$ cat config.mk
export PLATFORM = sky130hd
export DESIGN_NAME = flit_source_flat
export DESIGN_NICKNAME = d
export VERILOG_FILES = /design/src/rtl/flit_source_if.sv /design/src/rtl/flit_source.sv /design/src/flat_wrapper.sv
export SDC_FILE = /design/constraint.sdc
export NUM_CORES = 1
export LEC_CHECK = 0
export BUFFER_PORTS_ARGS = -buffer_cell sky130_fd_sc_hd__buf_2
export CAP_MARGIN = 20
export CORE_MARGIN = 2
export CORE_UTILIZATION = 54
export DETAILED_ROUTE_END_ITERATION = 8
export PLACE_DENSITY = 0.89
export SYNTH_ARGS = -nofsm -noshare
export SYNTH_HDL_FRONTEND = slang
export SYNTH_SLANG_ARGS = --single-unit
$ cat constraint.sdc
create_clock -name clk -period 2.5 [get_ports clk]
set_input_delay 0.5 -clock clk [delete_from_list [all_inputs] [get_ports clk]]
set_output_delay 0.5 -clock clk [all_outputs]
set_load 0.01 [all_outputs]
$ cat src/rtl/flit_source_if.sv
// Two-phase req/ack flit channel between a flit source and its receiver.
interface flit_source_if;
   logic       req;
   logic [7:0] flit;
   logic       ack;

   modport master (output req, output flit, input  ack);
   modport slave  (input  req, input  flit, output ack);
endinterface

$ cat src/rtl/flit_source.sv
// Packet source for the two-phase flit channel: one head flit then BODY_FLITS
// body flits per accepted start, one flit outstanding at a time.
module flit_source #(
   parameter int BODY_FLITS = 8,
   parameter int CNT_W      = 16
) (
   input  logic             clk,
   input  logic             reset,
   input  logic             pkt_start,
   input  logic [2:0]       pkt_dest,
   input  logic [6:0]       pkt_seed,
   output logic             pkt_busy,
   output logic             pkt_done,
   output logic [CNT_W-1:0] flit_cnt,
   flit_source_if.master    ch
);
   typedef enum logic {IDLE, WAIT_ACK} state_t;

   state_t     state;
   logic       req;
   logic [7:0] flit;
   logic [7:0] remaining;
   logic [6:0] payload;

   assign ch.req  = req;
   assign ch.flit = flit;

   always_ff @(posedge clk) begin
      if (!reset) begin
         state     <= IDLE;
         req       <= 1'b0;
         flit      <= 8'h00;
         remaining <= 8'h00;
         payload   <= 7'h00;
         pkt_busy  <= 1'b0;
         pkt_done  <= 1'b0;
         flit_cnt  <= '0;
      end else begin
         pkt_done <= 1'b0;
         case (state)
            IDLE: begin
               // Spurious ack toggles are ignored here: nothing is outstanding.
               if (pkt_start) begin
                  flit      <= {5'b10000, pkt_dest};
                  req       <= ~req;
                  payload   <= pkt_seed;
                  remaining <= 8'(BODY_FLITS);
                  pkt_busy  <= 1'b1;
                  state     <= WAIT_ACK;
               end
            end
            WAIT_ACK: begin
               if (ch.ack == req) begin
                  flit_cnt <= flit_cnt + CNT_W'(1);
                  if (remaining != 8'h00) begin
                     // Payload is 7 bits and wraps 127 -> 0 naturally.
                     flit      <= {1'b0, payload};
                     payload   <= payload + 7'd1;
                     req       <= ~req;
                     remaining <= remaining - 8'd1;
                  end else begin
                     pkt_done <= 1'b1;
                     pkt_busy <= 1'b0;
                     state    <= IDLE;
                  end
               end
            end
         endcase
      end
   end
endmodule
$ cat src/flat_wrapper.sv
// flat-port wrapper written by rule: the top's interface ports become plain ports
module flit_source_flat 
#(
   parameter int BODY_FLITS = 8,
   parameter int CNT_W      = 16
)
  (clk, reset, pkt_start, pkt_dest, pkt_seed, pkt_busy, pkt_done, flit_cnt, ch_req, ch_flit, ch_ack);
  flit_source_if ch_i ();
  input  logic clk;
  input  logic reset;
  input  logic pkt_start;
  input  logic [2:0] pkt_dest;
  input  logic [6:0] pkt_seed;
  output logic pkt_busy;
  output logic pkt_done;
  output logic [CNT_W-1:0] flit_cnt;
  output wire logic [$bits(ch_i.req)-1:0] ch_req;
  output wire logic [$bits(ch_i.flit)-1:0] ch_flit;
  input wire logic [$bits(ch_i.ack)-1:0] ch_ack;
  assign ch_req = ch_i.req;
  assign ch_flit = ch_i.flit;
  assign ch_i.ack = ch_ack;
  flit_source #(.BODY_FLITS(BODY_FLITS), .CNT_W(CNT_W)) u_core (.clk(clk), .reset(reset), .pkt_start(pkt_start), .pkt_dest(pkt_dest), .pkt_seed(pkt_seed), .pkt_busy(pkt_busy), .pkt_done(pkt_done), .flit_cnt(flit_cnt), .ch(ch_i));
endmodule
Word-level counts from Yosys, hierarchy flattened. Index checks and enable logic that the tools add are counted.

Register bits: 43. Output and inout port bits: 27. Bits of input ports: 14. Word-level logic and storage cells: 48.

Reduce and logical (&&, ||, !) cells: 5. Muxes and demuxes: 25. Equality and inequality tests: 5. Add/sub/neg operators: 3. Bitwise gates (word level): 2.

Operator list (number): 2-to-1 mux 8 bit (6); one-hot mux 8 bit (2 select lines) (2); 2-to-1 mux 7 bit (3); adder 16 x 1 -> 16 bit (second input constant) (1); one-hot mux 7 bit (2 select lines) (1); 2-to-1 mux 1 bit (10); AND reduction 3 bit (3); != test 2 bit (second input constant) (4); nonzero test 8 bit (1); subtractor 8 x 1 -> 8 bit (second input constant) (1); adder 7 x 1 -> 7 bit (second input constant) (1); one-hot mux 1 bit (2 select lines) (3); inverter 1 bit (2); AND reduction 2 bit (1); == test 1 bit (1).

Logic depth before layout (Yosys ltp). Gate-level depths: netlist of the first run.

Depth after elaboration: 4. Depth in mapped cells: 8. Depth with buffers taken out: 6.

Worst setup path before layout of the first run. OpenSTA, ideal clock, no wires.

Path type: in2reg. Start point: input port ch_ack. End point: register u_core.flit_cnt[13]. Path slack: 707 ps. Cell stages on the path: 5. Required time: 2430 ps. Path buffers: 1. Arrival time: 1722 ps. Library setup time: 70 ps. Cell sequence: xor2_1 > or3_1 > clkbuf_2 > or4_1 > a21oi_1.

Longest elaborated chain between the ends: 2.

Ends and longest elaborated chain: from (decl) (RTL line flat_wrapper.sv:19) `input wire logic [$bits(ch_i.ack)-1:0] ch_ack;`; == test 1 bit (RTL line flit_source.sv:53) `if (ch.ack == req) begin`; AND reduction 2 bit (no line); to (signal assigned) (RTL line flit_source.sv:54) `flit_cnt <= flit_cnt + CNT_W'(1);`; to (decl) (RTL line flit_source.sv:14) `output logic [CNT_W-1:0] flit_cnt,`.

Every way passes these cells. A chain may end at the register's enable or synchronous reset.

Worst setup path in the final report of the first run.
Start point: register u_core.remaining[0]. End point: register u_core.remaining[3].

Longest elaborated chain between the ends: 4. Elaborated cells on any way between the ends: 7. Classes of those cells: add/sub (1); eq/ne (1); mux (3); reduce/logical (2).

Ends and longest elaborated chain: from (decl) (RTL line flit_source.sv:22) `logic [7:0] remaining;`; from (signal assigned) (RTL line flit_source.sv:47) `remaining <= 8'(BODY_FLITS);`; from (signal assigned) (RTL line flit_source.sv:60) `remaining <= remaining - 8'd1;`; subtractor 8 x 1 -> 8 bit (RTL line flit_source.sv:60); 2-to-1 mux 8 bit (RTL line flit_source.sv:55) `if (remaining != 8'h00) begin`; 2-to-1 mux 8 bit (RTL line flit_source.sv:53); one-hot mux 8 bit (2 select lines) (RTL line flit_source.sv:40) `case (state)`.

Several ways; a longest one is shown, not always the timed one. The select of a mux whose other input is x is not followed.

==> out/qor.json, run 1 <==
{
  "netSwitchingPower": {"value": 527, "unit": "uW"},
  "count_of_warnings_emitted_by_yosys": {"value": 0},
  "worst_clock_skew": {"value": 0.00598, "unit": "ns"},
  "core.rowCount": {"value": 22},
  "mostFrequentLayoutCells": {"value": "sky130_fd_sc_hd__dfxtp_1, sky130_fd_sc_hd__buf_2, sky130_fd_sc_hd__nand2_1, sky130_fd_sc_hd__a21oi_1, sky130_fd_sc_hd__nor2_1"},
  "syn_area_per_cell": {"value": 8.46, "unit": "sq um"},
  "tritoncts": {"value": "yes"},
  "clk-insertion-delay-late": {"value": 0.30, "unit": "ns"},
  "total_die_area": {"value": 4370, "unit": "sq um"},
  "worst-path-max-fanout": {"value": 10},
  "ff2ff_setup_slack": {"value": 0.42, "unit": "ns"},
  "start_kind": {"value": "flop"},
  "clk_root_buffer_cell": {"value": "sky130_fd_sc_hd__clkbuf_8"},
  "h_tree_lvls": {"value": 2},
  "chipWidth": {"value": 66.1, "unit": "um"},
  "slew_hr": {"value": 59.5, "unit": "%"},
  "mappedNetlistArea": {"value": 2080, "unit": "sq um"},
  "combined_area_of_the_multi_input_logic_cells": {"value": 1140, "unit": "sq um"},
  "max_clock_freq": {"value": 480, "unit": "MHz"},
  "static-leakage-power": {"value": 0.000986, "unit": "uW"},
  "drc_errors": {"value": 0},
  "antenna_left": {"value": 0},
  "drive_above_1_share": {"value": 20.8, "unit": "%"},
  "yosys.area_share.adder": {"value": 2.40, "unit": "%"},
  "classification_of_the_worst_slack_hold_path": {"value": "flop to flop"},
  "hold_start": {"value": "u_core.ch.flit[6]$_SDFFE_PN0P_"},
  "critical_path.reg2reg.startpoint": {"value": "u_core.remaining[0]$_SDFFE_PN0P_"},
  "synth_simple_gate_area_share": {"value": 25.4, "unit": "%"},
  "synth_enable_flop_cells": {"value": 0},
  "post-cts-setup-buffer-count": {"value": 0},
  "fin_tns_setup": {"value": 0, "unit": "ns"},
  "grt_overflow_total": {"value": 0},
  "share_of_total_power_in_sequential_cells": {"value": 44.0, "unit": "%"},
  "track_usage": {"value": 25.1, "unit": "%"},
  "ys.flop_type": {"value": "sky130_fd_sc_hd__dfxtp_1"},
  "io_pins": {"value": 41},
  "post_cts_resize_count": {"value": 0},
  "worstSetupEndpointType": {"value": "flop"},
  "cp-startpoint": {"value": "u_core.remaining[0]$_SDFFE_PN0P_"},
  "worst_ep_required_time": {"value": 2.69, "unit": "ns"},
  "postSynth.asyncResetShare": {"value": 0, "unit": "%"},
  "hold_viol_final": {"value": 0},
  "dominant_combinational_cell_family_by_area_after_synthesis": {"value": "simple AND/OR/NAND/NOR gates"},
  "globalplace.congestion": {"value": 0.858},
  "detailroute.via_count": {"value": 2009},
  "internal-power": {"value": 1290, "unit": "uW"},
  "avgRoutedWirePerCell": {"value": 14.7, "unit": "um"},
  "first_global_vias": {"value": 1899},
  "postCtsHoldBufs": {"value": 0},
  "pwr-share-clk": {"value": 35.1, "unit": "%"},
  "die_height": {"value": 66.1, "unit": "um"},
  "synthesis.instances": {"value": 246},
  "synth_nets": {"value": 264},
  "post_synth_mux_area_share": {"value": 3.85, "unit": "%"},
  "rsz_0062_raised_after_global_routing": {"value": "no"},
  "fillers": {"value": 335},
  "netlist-cell-type-count": {"value": 47},
  "maxCapViolCount": {"value": 0},
  "ys_seq_area_share": {"value": 41.3, "unit": "%"},
  "initial_antenna_violation_count": {"value": 0},
  "pin_slew_with_the_least_headroom_to_its_limit": {"value": 0.606, "unit": "ns"},
  "most_common_cell_after_layout_fill_and_taps_aside": {"value": "sky130_fd_sc_hd__dfxtp_1"},
  "ffs_latches_synth": {"value": 43},
  "final_critical_path_share_of_the_clock_period": {"value": 83.3, "unit": "%"},
  "min_period": {"value": 2.08, "unit": "ns"},
  "grt_max_degree": {"value": 29},
  "detailedPlacementHpwl": {"value": 3.47, "unit": "mm"},
  "postRouteWirelength": {"value": 4.94, "unit": "mm"},
  "finalWorstSetupSlack": {"value": 0.417, "unit": "ns"},
  "finalSetupViolCount": {"value": 0},
  "finalNetCount": {"value": 305},
  "clk_pin_slew_worst_paths": {"value": 0.08, "unit": "ns"},
  "tritoncts.num_buffers": {"value": 5},
  "diodes": {"value": 0},
  "result_of_the_run": {"value": "complete, no violations"},
  "dr_pass1_iterations": {"value": 4},
  "dr.first_iter.drc_count": {"value": 170},
  "finalNonFillerCells": {"value": 336},
  "drv_slew": {"value": 0},
  "seq_area": {"value": 861, "unit": "sq um"},
  "portbufs": {"value": 40},
  "synth_compound_gate_area_share": {"value": 18.7, "unit": "%"},
  "core": {"value": 3690, "unit": "sq um"},
  "crit_type": {"value": "flop to flop"},
  "synth-xor-area-share": {"value": 4.21, "unit": "%"},
  "area.growth.synth_to_final": {"value": 18.9, "unit": "%"},
  "placedCellCount": {"value": 328},
  "number_of_buffers_between_clock_root_and_the_deepest_sink": {"value": 2},
  "vdd.ir_drop.worst": {"value": 0.474, "unit": "mV"},
  "power_density": {"value": 735, "unit": "nW/um^2"},
  "combinational_group_share_of_total_power": {"value": 20.8, "unit": "%"},
  "route.detailed.vias_per_inst": {"value": 5.98},
  "starting_utilization_of_the_core_area": {"value": 56.4, "unit": "%"},
  "switching_share": {"value": 28.9, "unit": "%"},
  "grt_pass1_wl": {"value": 8.44, "unit": "mm"},
  "clock-sinks": {"value": 43},
  "timing.critical_path.arrival": {"value": 2.27, "unit": "ns"},
  "dp_worst_setup_slack": {"value": 0.380, "unit": "ns"}
}
==> Yosys cell counts, types with 2 or more instances <==
master / count / area share [%]
sky130_fd_sc_hd__dfxtp_1: 43 / 41
sky130_fd_sc_hd__nand2_1: 27 / 4.9
sky130_fd_sc_hd__a21oi_1: 18 / 4.3
sky130_fd_sc_hd__nor2_1: 18 / 3.2
sky130_fd_sc_hd__nand3_1: 16 / 3.8
sky130_fd_sc_hd__nor3_1: 10 / 2.4
sky130_fd_sc_hd__clkbuf_1: 9 / 1.6
sky130_fd_sc_hd__mux2i_1: 8 / 3.8
sky130_fd_sc_hd__o21ai_0: 7 / 1.7
sky130_fd_sc_hd__xor2_1: 7 / 2.9
sky130_fd_sc_hd__inv_1: 6 / 1.1
sky130_fd_sc_hd__or3_1: 6 / 1.8
sky130_fd_sc_hd__nand4_1: 5 / 1.5
sky130_fd_sc_hd__a211oi_1: 4 / 1.4
sky130_fd_sc_hd__buf_2: 4 / 0.96
sky130_fd_sc_hd__ha_1: 4 / 2.4
sky130_fd_sc_hd__nor4_1: 4 / 1.2
sky130_fd_sc_hd__nand2b_1: 3 / 0.90
sky130_fd_sc_hd__nor2b_1: 3 / 0.90
sky130_fd_sc_hd__o22ai_1: 3 / 0.90
sky130_fd_sc_hd__o31ai_1: 3 / 1.1
sky130_fd_sc_hd__or4_1: 3 / 1.1
sky130_fd_sc_hd__xnor2_1: 3 / 1.3
sky130_fd_sc_hd__a2111o_1: 2 / 1.1
sky130_fd_sc_hd__a2111oi_0: 2 / 0.84
sky130_fd_sc_hd__a22oi_1: 2 / 0.72
sky130_fd_sc_hd__a2bb2oi_1: 2 / 0.84
sky130_fd_sc_hd__and4_1: 2 / 0.84
sky130_fd_sc_hd__nor3b_1: 2 / 0.72
sky130_fd_sc_hd__o2111ai_1: 2 / 0.84
sky130_fd_sc_hd__o32ai_1: 2 / 0.84
==> per-stage QoR <==
stage,hold slack (ns),area (sq um),total power (uW),utilization [%]
after floorplan,0.445,2080,1070,-
after global placement,0.451,2340,1170,63.5
after detailed placement,0.463,2340,1190,63.5
after CTS,0.467,2480,1830,67.1
after global routing,0.480,2480,1920,67.1
final,0.469,2480,1820,67.1
==> kinds of logic (layout without fill, tap and decap cells) <==
logic type	after synthesis	after routing
AOI/OAI and AO/OA	56	56
xor gates and xnor gates	10	10
adders and majority gates	4	4
buffers and inverters	21	63
DFF	43	43
muxes	8	8
and+or+nand+nor	104	104
==> worst max-delay path, cell delays in order (launching register included) <==
cell and delay, ns:
sky130_fd_sc_hd__dfxtp_1 0.33, sky130_fd_sc_hd__inv_1 0.10, sky130_fd_sc_hd__ha_1 0.15, sky130_fd_sc_hd__nor3b_1 0.42, sky130_fd_sc_hd__a211o_1 0.40, sky130_fd_sc_hd__nand2_1 0.25, sky130_fd_sc_hd__o311a_1 0.33
==> path summary, 6_finish.rpt <==
kind                                 endpoint  depth (start not counted)
max          u_core.remaining[3]$_SDFFE_PN0P_                          6
min reg2reg    u_core.ch.flit[6]$_SDFFE_PN0P_                          2
min            u_core.ch.flit[6]$_SDFFE_PN0P_                          2
max reg2reg  u_core.remaining[3]$_SDFFE_PN0P_                          6
==> power by group through the flow <==
stage	registers (uW)	logic [uW]	clock network (uW)
2_1_floorplan	811	263	0
3_3_place_gp	812	361	0
3_5_place_dp	815	377	0
4_1_cts	800	379	646
5_1_grt	812	428	679
6_report	802	379	640
==> state kept, by name (all words and copies together) (netlist names) <==
register,cells
u_core.flit_cnt,16
u_core.ch.flit,8
u_core.ch.req,1
u_core.pkt_busy,1
u_core.remaining,8
u_core.state,1
u_core.pkt_done,1
u_core.payload,7
==> cell type report <==
type                            count  share of cell area [%]
Multi-Input combinational cell    182                    45.9
Clock inverter                      2                    2.43
Timing Repair Buffer               48                    10.5
Inverter                            7                    1.06
Clock buffer                        6                    2.93
Sequential cell                    43                    34.8
Tap cell                           48                    2.43
==> layer usage <==
metal	routed length [um]	vias to the layer above	GRT usage [%]
met2	2430	58	43.1
met1	2140	958	30.2
met5	0	-	0
met4	63	0	8.67
met3	305	7	6.30
li1	-	986	-
Power figures use the tool's default switching activity.
==> run 2, diff against run 1 <==
==> constraint.sdc (replaced) <==
create_clock -name clk -period 2.05 [get_ports clk]
set_input_delay 0.41 -clock clk [delete_from_list [all_inputs] [get_ports clk]]
set_output_delay 0.41 -clock clk [all_outputs]
set_load 0.01 [all_outputs]
==> run 2 against run 1 <==
Against the previous run:
- combinational power grew 37%
- global-route usage decreased by 0.44 points
- utilization increased by 1.6 points
- register-to-register slack worse by 0.23 ns
- first-iteration DRC count up 61%
- non-clock buffer count increased by 10
- clock-buffer cell count fell by 1
- worst hold slack lost 0.098 ns
- via count increased by 2.7%
- power grew 13%
- clock skew rose by 0.0058 ns
==> out/qor.json, run 2 (synthesis gave the netlist of run 1 again) <==
{
  "result_of_the_run": {"value": "complete, no violations"},
  "io_pins": {"value": 41, "change": "unchanged"},
  "tritoncts.num_buffers": {"value": 5, "change": "unchanged"},
  "worst_ep_required_time": {"value": 2.25, "unit": "ns", "change": "-0.44 ns"},
  "fillers": {"value": 283, "change": "-16%"},
  "number_of_buffers_between_clock_root_and_the_deepest_sink": {"value": 2, "change": "unchanged"},
  "clk_pin_slew_worst_paths": {"value": 0.08, "unit": "ns", "change": "about the same"},
  "avgRoutedWirePerCell": {"value": 14.7, "unit": "um", "change": "-0.16%"},
  "grtUsageMet2": {"value": 38.0, "unit": "%", "change": "-5.1 points"},
  "postRouteWirelength": {"value": 5.08, "unit": "mm", "change": "+2.8%"},
  "worstSetupEndpointType": {"value": "flop"},
  "drc_errors": {"value": 0, "change": "unchanged"},
  "critical-path-max-stage-delay": {"value": 0.44, "unit": "ns", "change": "+0.02 ns"},
  "core.rowCount": {"value": 22, "change": "unchanged"},
  "seq_area": {"value": 861, "unit": "sq um", "change": "unchanged"},
  "maxCapViolCount": {"value": 0, "change": "unchanged"},
  "antenna_left": {"value": 0, "change": "unchanged"},
  "portbufs": {"value": 40, "change": "unchanged"},
  "critical_path.reg2reg.startpoint": {"value": "u_core.remaining[3]$_SDFFE_PN0P_"},
  "vdd.ir_drop.worst": {"value": 0.705, "unit": "mV", "change": "+49%"},
  "post-cts-setup-buffer-count": {"value": 0, "change": "unchanged"},
  "diodes": {"value": 0, "change": "unchanged"},
  "route.detailed.vias_per_inst": {"value": 5.96, "change": "-0.28%"},
  "power": {"value": 2060, "unit": "uW", "change": "+13%"},
  "total_die_area": {"value": 4370, "unit": "sq um", "change": "unchanged"},
  "first_global_vias": {"value": 1868, "change": "-1.6%"},
  "rsz_0062_raised_after_global_routing": {"value": "no"},
  "area.growth.synth_to_final": {"value": 21.8, "unit": "%"},
  "power_density": {"value": 814, "unit": "nW/um^2", "change": "+11%"},
  "ff2ff_setup_slack": {"value": 0.18, "unit": "ns", "change": "-0.23 ns"},
  "timing.critical_path.buf_inv": {"value": 0, "change": "-1"},
  "largest_register_ff_count": {"value": 16, "change": "unchanged"},
  "detailedPlacementHpwl": {"value": 3.66, "unit": "mm", "change": "+5.3%"},
  "drv_slew": {"value": 0, "change": "unchanged"},
  "clock-sinks": {"value": 43, "change": "unchanged"},
  "hold_viol_final": {"value": 0, "change": "unchanged"},
  "track_usage": {"value": 24.6, "unit": "%", "change": "-0.44 points"},
  "clk_root_buffer_cell": {"value": "sky130_fd_sc_hd__clkbuf_8"},
  "drive_above_1_share": {"value": 24.2, "unit": "%", "change": "+3.3 points"},
  "postCtsHoldBufs": {"value": 0, "change": "unchanged"},
  "globalplace.congestion": {"value": 0.859, "change": "+0.19%"},
  "core": {"value": 3690, "unit": "sq um", "change": "unchanged"},
  "hold_start": {"value": "pkt_start"},
  "timing.critical_path.arrival": {"value": 2.06, "unit": "ns", "change": "-0.21 ns"},
  "combined_area_of_the_multi_input_logic_cells": {"value": 1160, "unit": "sq um", "change": "+2.1%"},
  "detailroute.via_count": {"value": 2063, "change": "+2.7%"},
  "worst_hold_path.num_cells": {"value": 3, "change": "+1"},
  "starting_utilization_of_the_core_area": {"value": 56.4, "unit": "%", "change": "unchanged"},
  "worst-path-max-fanout": {"value": 9, "change": "-1"},
  "dr.first_iter.drc_count": {"value": 273, "change": "+61%"},
  "most_common_cell_after_layout_fill_and_taps_aside": {"value": "sky130_fd_sc_hd__dfxtp_1"},
  "crit_type": {"value": "flop to flop"},
  "crit-reg2reg-capture": {"value": "u_core.remaining[3]$_SDFFE_PN0P_"},
  "registers_with_the_most_flip_flops": {"value": "u_core.flit_cnt (16), u_core.ch.flit (8), u_core.remaining (8)"},
  "cp-startpoint": {"value": "u_core.remaining[3]$_SDFFE_PN0P_"},
  "final_critical_path_share_of_the_clock_period": {"value": 91.1, "unit": "%", "change": "+7.8 points"},
  "mostFrequentLayoutCells": {"value": "sky130_fd_sc_hd__dfxtp_1, sky130_fd_sc_hd__buf_2, sky130_fd_sc_hd__nand2_1"},
  "finalSetupViolCount": {"value": 0, "change": "unchanged"},
  "dr_pass1_iterations": {"value": 4, "change": "unchanged"},
  "regMostFlops": {"value": "u_core.flit_cnt"},
  "pin_slew_with_the_least_headroom_to_its_limit": {"value": 0.427, "unit": "ns", "change": "-0.179 ns"},
  "min_period": {"value": 1.87, "unit": "ns", "change": "-0.216 ns"},
  "static-leakage-power": {"value": 0.00101, "unit": "uW", "change": "+2.9%"},
  "die_height": {"value": 66.1, "unit": "um", "change": "unchanged"},
  "gr-max-usage-layer": {"value": "met2"},
  "classification_of_the_worst_slack_hold_path": {"value": "input port to flop"},
  "grt_use_met3": {"value": 5.96, "unit": "%", "change": "-0.34 points"},
  "max_clock_freq": {"value": 535, "unit": "MHz", "change": "+12%"},
  "h_tree_lvls": {"value": 2, "change": "unchanged"},
  "grt_pass1_wl": {"value": 8.34, "unit": "mm", "change": "-1.1%"},
  "clk-insertion-delay-late": {"value": 0.31, "unit": "ns", "change": "about the same"},
  "initial_antenna_violation_count": {"value": 0, "change": "unchanged"},
  "slew_hr": {"value": 71.5, "unit": "%", "change": "+12 points"},
  "finalNetCount": {"value": 315, "change": "+3.3%"},
  "hold-path-endpoint": {"value": "u_core.state$_SDFF_PN0_"},
  "worst_clock_skew": {"value": 0.0117, "unit": "ns", "change": "+0.00576 ns"},
  "grt.met1_usage": {"value": 32.8, "unit": "%", "change": "+2.7 points"},
  "worst_r2r_path_depth": {"value": 4, "change": "-2"},
  "chipWidth": {"value": 66.1, "unit": "um", "change": "unchanged"},
  "grt_max_degree": {"value": 25, "change": "-14%"},
  "critPathTopFamily": {"value": "compound AO/OA/AOI/OAI gates"},
  "tritoncts": {"value": "yes"},
  "grt_overflow_total": {"value": 0, "change": "unchanged"},
  "fin_tns_setup": {"value": 0, "unit": "ns", "change": "unchanged"},
  "timing.critical_path.cells": {"value": "nor4_4, a211o_1, nand2_1, o311a_1"},
  "start_kind": {"value": "flop"},
  "crit_slowest_cell": {"value": "sky130_fd_sc_hd__nor4_4"}
}
[run 2: cell count changes in the layout (fill, tap and decap cells not counted), sizes merged]
cell      delta
buf         +10
bufinv       -2
clkbuf       -1
clkinvlp     +2
inv          +1
[run 2: timing repair]
action | CTS | global route
gates resized for setup | 0 | 3
setup endpoints to repair | 0 | 10
hold endpoints to repair | 0 | 0
[run 2: worst max-delay path by stage]
| stage | to | slack [ns] | cells after the start |
|---|---|---|---|
| 6_report | u_core.remaining[3]$_SDFFE_PN0P_ | 0.18 | 4 |
| 5_1_grt | u_core.remaining[7]$_SDFFE_PN0P_ | 0.02 | 6 |
| 4_1_cts | u_core.ch.flit[1]$_SDFFE_PN0P_ | 0.04 | 8 |
| 3_5_place_dp | u_core.remaining[3]$_SDFFE_PN0P_ | 0.08 | 5 |
| 3_3_place_gp | u_core.remaining[3]$_SDFFE_PN0P_ | 0.11 | 5 |
| 2_1_floorplan | u_core.remaining[3]$_SDFFE_PN0P_ | 0.26 | 7 |
[run 2: worst min-delay path: stages]
cell                     delay, ns
sky130_fd_sc_hd__buf_2        0.11
sky130_fd_sc_hd__nor2_1       0.04
sky130_fd_sc_hd__nor2_1       0.07
[run 2: metal layers]
layer | vias up | wire length, um
met4 | 0 | 86
met2 | 85 | 2450
li1 | 1006 | -
met1 | 962 | 2210
met5 | - | 0
met3 | 10 | 324
[run 2: report_power, final]
part / leakage (uW) / switching (uW) / internal (uW)
Clock: 0.0000408 / 316 / 244
Combinational: 0.000623 / 292 / 228
Sequential: 0.000351 / 80.0 / 904
Total: 0.00101 / 688 / 1380
[run 2: cell type report]
class,instances,share of cell area [%]
Multi-Input combinational cell,182,45.8
Clock inverter,3,0.938
Timing Repair Buffer,58,13.2
Clock buffer,5,2.71
Tap cell,48,2.37
Inverter,7,1.04
Sequential cell,43,34.0
[run 2: stage by stage]
stage          instances  area (sq um)  hold WS (ns)  util [%]  worst slack (ns)
6_report             346          2530         0.371      68.7             0.183
5_1_grt              346          2530         0.387      68.7            0.0250
4_1_cts              346          2510         0.363      68.1            0.0413
3_5_place_dp         338          2420         0.460      65.6            0.0847
3_3_place_gp         338          2420         0.452      65.6             0.112
2_1_floorplan        246          2080         0.445         -             0.258
==> run 3, diff against run 2 <==
--- a/config.mk
+++ b/config.mk
@@ -7,7 +7,6 @@
 export LEC_CHECK = 0
 export BUFFER_PORTS_ARGS = -buffer_cell sky130_fd_sc_hd__buf_2
 export CAP_MARGIN = 20
-export CORE_MARGIN = 2
 export CORE_UTILIZATION = 54
 export DETAILED_ROUTE_END_ITERATION = 8
 export PLACE_DENSITY = 0.89
==> run 3 against run 2 <==
Against the previous run:
- clock skew down 0.0057 ns
- highest routed layer unchanged
- critical endpoint is now u_core.remaining[7]$_SDFFE_PN0P_
- power down 1.1%
- critical path depth up 2
==> out/qor.json, run 3 (synthesis gave the netlist of run 1 again) <==
{
  "io_pins": {"value": 41, "change": "unchanged"},
  "static-leakage-power": {"value": 0.00102, "unit": "uW", "change": "+0.29%"},
  "postRouteWirelength": {"value": 5.15, "unit": "mm", "change": "+1.4%"},
  "fillers": {"value": 314, "change": "+11%"},
  "total_die_area": {"value": 4110, "unit": "sq um", "change": "-6.0%"},
  "starting_utilization_of_the_core_area": {"value": 56.4, "unit": "%", "change": "unchanged"},
  "final_critical_path_share_of_the_clock_period": {"value": 91.7, "unit": "%", "change": "+0.59 points"},
  "dr.first_iter.drc_count": {"value": 156, "change": "-43%"},
  "drv_slew": {"value": 0, "change": "unchanged"},
  "worst_hold_path.num_cells": {"value": 3, "change": "unchanged"},
  "die_height": {"value": 64.1, "unit": "um", "change": "-3.0%"},
  "clk_root_buffer_cell": {"value": "sky130_fd_sc_hd__clkbuf_8"},
  "worst-path-max-fanout": {"value": 10, "change": "+1"},
  "regMostFlops": {"value": "u_core.flit_cnt"},
  "clock-sinks": {"value": 43, "change": "unchanged"},
  "finalHoldWorstSlack": {"value": 0.381, "unit": "ns", "change": "+0.00969 ns"},
  "combined_area_of_the_multi_input_logic_cells": {"value": 1150, "unit": "sq um", "change": "-0.65%"},
  "avgRoutedWirePerCell": {"value": 14.8, "unit": "um", "change": "+1.1%"},
  "mostFrequentLayoutCells": {"value": "sky130_fd_sc_hd__dfxtp_1, sky130_fd_sc_hd__buf_2, sky130_fd_sc_hd__nand2_1, sky130_fd_sc_hd__buf_4"},
  "core.rowCount": {"value": 22, "change": "unchanged"},
  "diodes": {"value": 0, "change": "unchanged"},
  "cp-startpoint": {"value": "u_core.remaining[0]$_SDFFE_PN0P_"},
  "initial_antenna_violation_count": {"value": 0, "change": "unchanged"},
  "seq_area": {"value": 861, "unit": "sq um", "change": "unchanged"},
  "dr_pass1_iterations": {"value": 4, "change": "unchanged"},
  "start_kind": {"value": "flop"},
  "globalplace.congestion": {"value": 0.832, "change": "-3.2%"},
  "grt_pass1_wl": {"value": 8.59, "unit": "mm", "change": "+3.0%"},
  "classification_of_the_worst_slack_hold_path": {"value": "input port to flop"},
  "vdd.ir_drop.worst": {"value": 0.559, "unit": "mV", "change": "-21%"},
  "detailedPlacementHpwl": {"value": 3.66, "unit": "mm", "change": "about the same"},
  "fin_tns_setup": {"value": 0, "unit": "ns", "change": "unchanged"},
  "core": {"value": 3690, "unit": "sq um", "change": "unchanged"},
  "detailroute.via_count": {"value": 2062, "change": "-0.048%"},
  "worst_r2r_path_depth": {"value": 6, "change": "+2"},
  "drc_errors": {"value": 0, "change": "unchanged"},
  "largest_register_ff_count": {"value": 16, "change": "unchanged"},
  "first_global_vias": {"value": 1918, "change": "+2.7%"},
  "tritoncts.num_buffers": {"value": 5, "change": "unchanged"},
  "registers_with_the_most_flip_flops": {"value": "u_core.flit_cnt (16), u_core.ch.flit (8), u_core.remaining (8)"},
  "maxCapViolCount": {"value": 0, "change": "unchanged"},
  "grt_overflow_total": {"value": 0, "change": "unchanged"},
  "route.detailed.vias_per_inst": {"value": 5.94, "change": "-0.34%"},
  "finalNetCount": {"value": 316, "change": "+0.32%"},
  "power_density": {"value": 808, "unit": "nW/um^2", "change": "-0.77%"},
  "clk_pin_slew_worst_paths": {"value": 0.08, "unit": "ns", "change": "about the same"},
  "track_usage": {"value": 26.9, "unit": "%", "change": "+2.2 points"},
  "min_period": {"value": 1.88, "unit": "ns", "change": "+0.0122 ns"},
  "critical_path.reg2reg.startpoint": {"value": "u_core.remaining[0]$_SDFFE_PN0P_"},
  "most_common_cell_after_layout_fill_and_taps_aside": {"value": "sky130_fd_sc_hd__dfxtp_1"},
  "number_of_buffers_between_clock_root_and_the_deepest_sink": {"value": 2, "change": "unchanged"},
  "antenna_left": {"value": 0, "change": "unchanged"},
  "rsz_0062_raised_after_global_routing": {"value": "no"},
  "pin_slew_with_the_least_headroom_to_its_limit": {"value": 0.565, "unit": "ns", "change": "+0.138 ns"},
  "postCtsHoldBufs": {"value": 0, "change": "unchanged"},
  "result_of_the_run": {"value": "complete, no violations"},
  "crit-reg2reg-capture": {"value": "u_core.remaining[7]$_SDFFE_PN0P_"},
  "ff2ff_setup_slack": {"value": 0.17, "unit": "ns", "change": "about the same"},
  "worstSetupEndpointType": {"value": "flop"},
  "h_tree_lvls": {"value": 2, "change": "unchanged"},
  "portbufs": {"value": 40, "change": "unchanged"},
  "hold_start": {"value": "pkt_start"},
  "area.growth.synth_to_final": {"value": 21.4, "unit": "%"},
  "tritoncts": {"value": "yes"},
  "timing.critical_path.arrival": {"value": 2.11, "unit": "ns", "change": "+0.05 ns"},
  "worst_ep_required_time": {"value": 2.28, "unit": "ns", "change": "+0.03 ns"},
  "crit_type": {"value": "flop to flop"},
  "clk-insertion-delay-late": {"value": 0.30, "unit": "ns", "change": "about the same"},
  "finalSetupViolCount": {"value": 0, "change": "unchanged"},
  "worst_clock_skew": {"value": 0.00603, "unit": "ns", "change": "-0.00572 ns"},
  "post-cts-setup-buffer-count": {"value": 0, "change": "unchanged"},
  "drive_above_1_share": {"value": 24.4, "unit": "%", "change": "+0.25 points"},
  "slew_hr": {"value": 62.2, "unit": "%", "change": "-9.3 points"},
  "hold-path-endpoint": {"value": "u_core.state$_SDFF_PN0_"},
  "grt_max_degree": {"value": 15, "change": "-40%"},
  "max_clock_freq": {"value": 532, "unit": "MHz", "change": "-0.65%"},
  "hold_viol_final": {"value": 0, "change": "unchanged"},
  "chipWidth": {"value": 64.1, "unit": "um", "change": "-3.0%"}
}
run 3: worst max-delay path by stage:
stage | cells after the start | to | slack (ns)
floorplan | 7 | u_core.remaining[3]$_SDFFE_PN0P_ | 0.26
global placement | 5 | u_core.remaining[3]$_SDFFE_PN0P_ | 0.09
detailed placement | 5 | u_core.remaining[3]$_SDFFE_PN0P_ | 0.03
CTS | 8 | u_core.payload[1]$_SDFFE_PN0P_ | 0.05
global route | 8 | u_core.payload[1]$_SDFFE_PN0P_ | 0.006
finish | 6 | u_core.remaining[7]$_SDFFE_PN0P_ | 0.17
run 3: what timing repair did:
item | CTS | global route
gates resized for setup | 0 | 3
setup endpoints to repair | 0 | 11
hold endpoints to repair | 0 | 0
run 3: critical path: stages (launching register included):
cell and delay, ns:
sky130_fd_sc_hd__dfxtp_1 0.35, sky130_fd_sc_hd__inv_1 0.08, sky130_fd_sc_hd__ha_1 0.21, sky130_fd_sc_hd__nor3b_1 0.16, sky130_fd_sc_hd__a211o_2 0.43, sky130_fd_sc_hd__a2111oi_2 0.36
sky130_fd_sc_hd__mux2i_1 0.22
run 3: area by class of cell:
| class | count | share of cell area, % |
|---|---|---|
| clock buffers | 6 | 2.87 |
| clock inverters | 2 | 0.495 |
| inverters | 7 | 1.04 |
| multi-input cells | 182 | 45.6 |
| flip-flops and latches | 43 | 34.1 |
| well taps | 48 | 2.38 |
| repair buffers | 59 | 13.6 |
run 3: power by group:
part | leakage, uW | internal [uW] | total (uW) | switching (uW)
logic | 0.000625 | 231 | 532 | 301
registers | 0.000351 | 904 | 981 | 77.2
clock network | 0.0000412 | 238 | 529 | 291
total | 0.00102 | 1370 | 2040 | 669
run 3: stage by stage:
step	area (sq um)	setup WS [ns]	total power, uW	cells	util, %
detailed placement	2430	0.0267	1500	339	65.8
finish	2530	0.170	2040	347	68.5
global placement	2430	0.0881	1480	339	65.8
floorplan	2080	0.258	1310	246	-
global route	2530	0.00645	2150	347	68.5
CTS	2510	0.0535	2020	347	68.1
run 3: routing by layer:
layer	global-route usage (%)	routed length, um	up-vias
li1	-	-	1004
met1	33.8	2260	972
met2	43.4	2510	77
met3	6.61	294	9
met4	11.7	82	0
met5	0	0	-
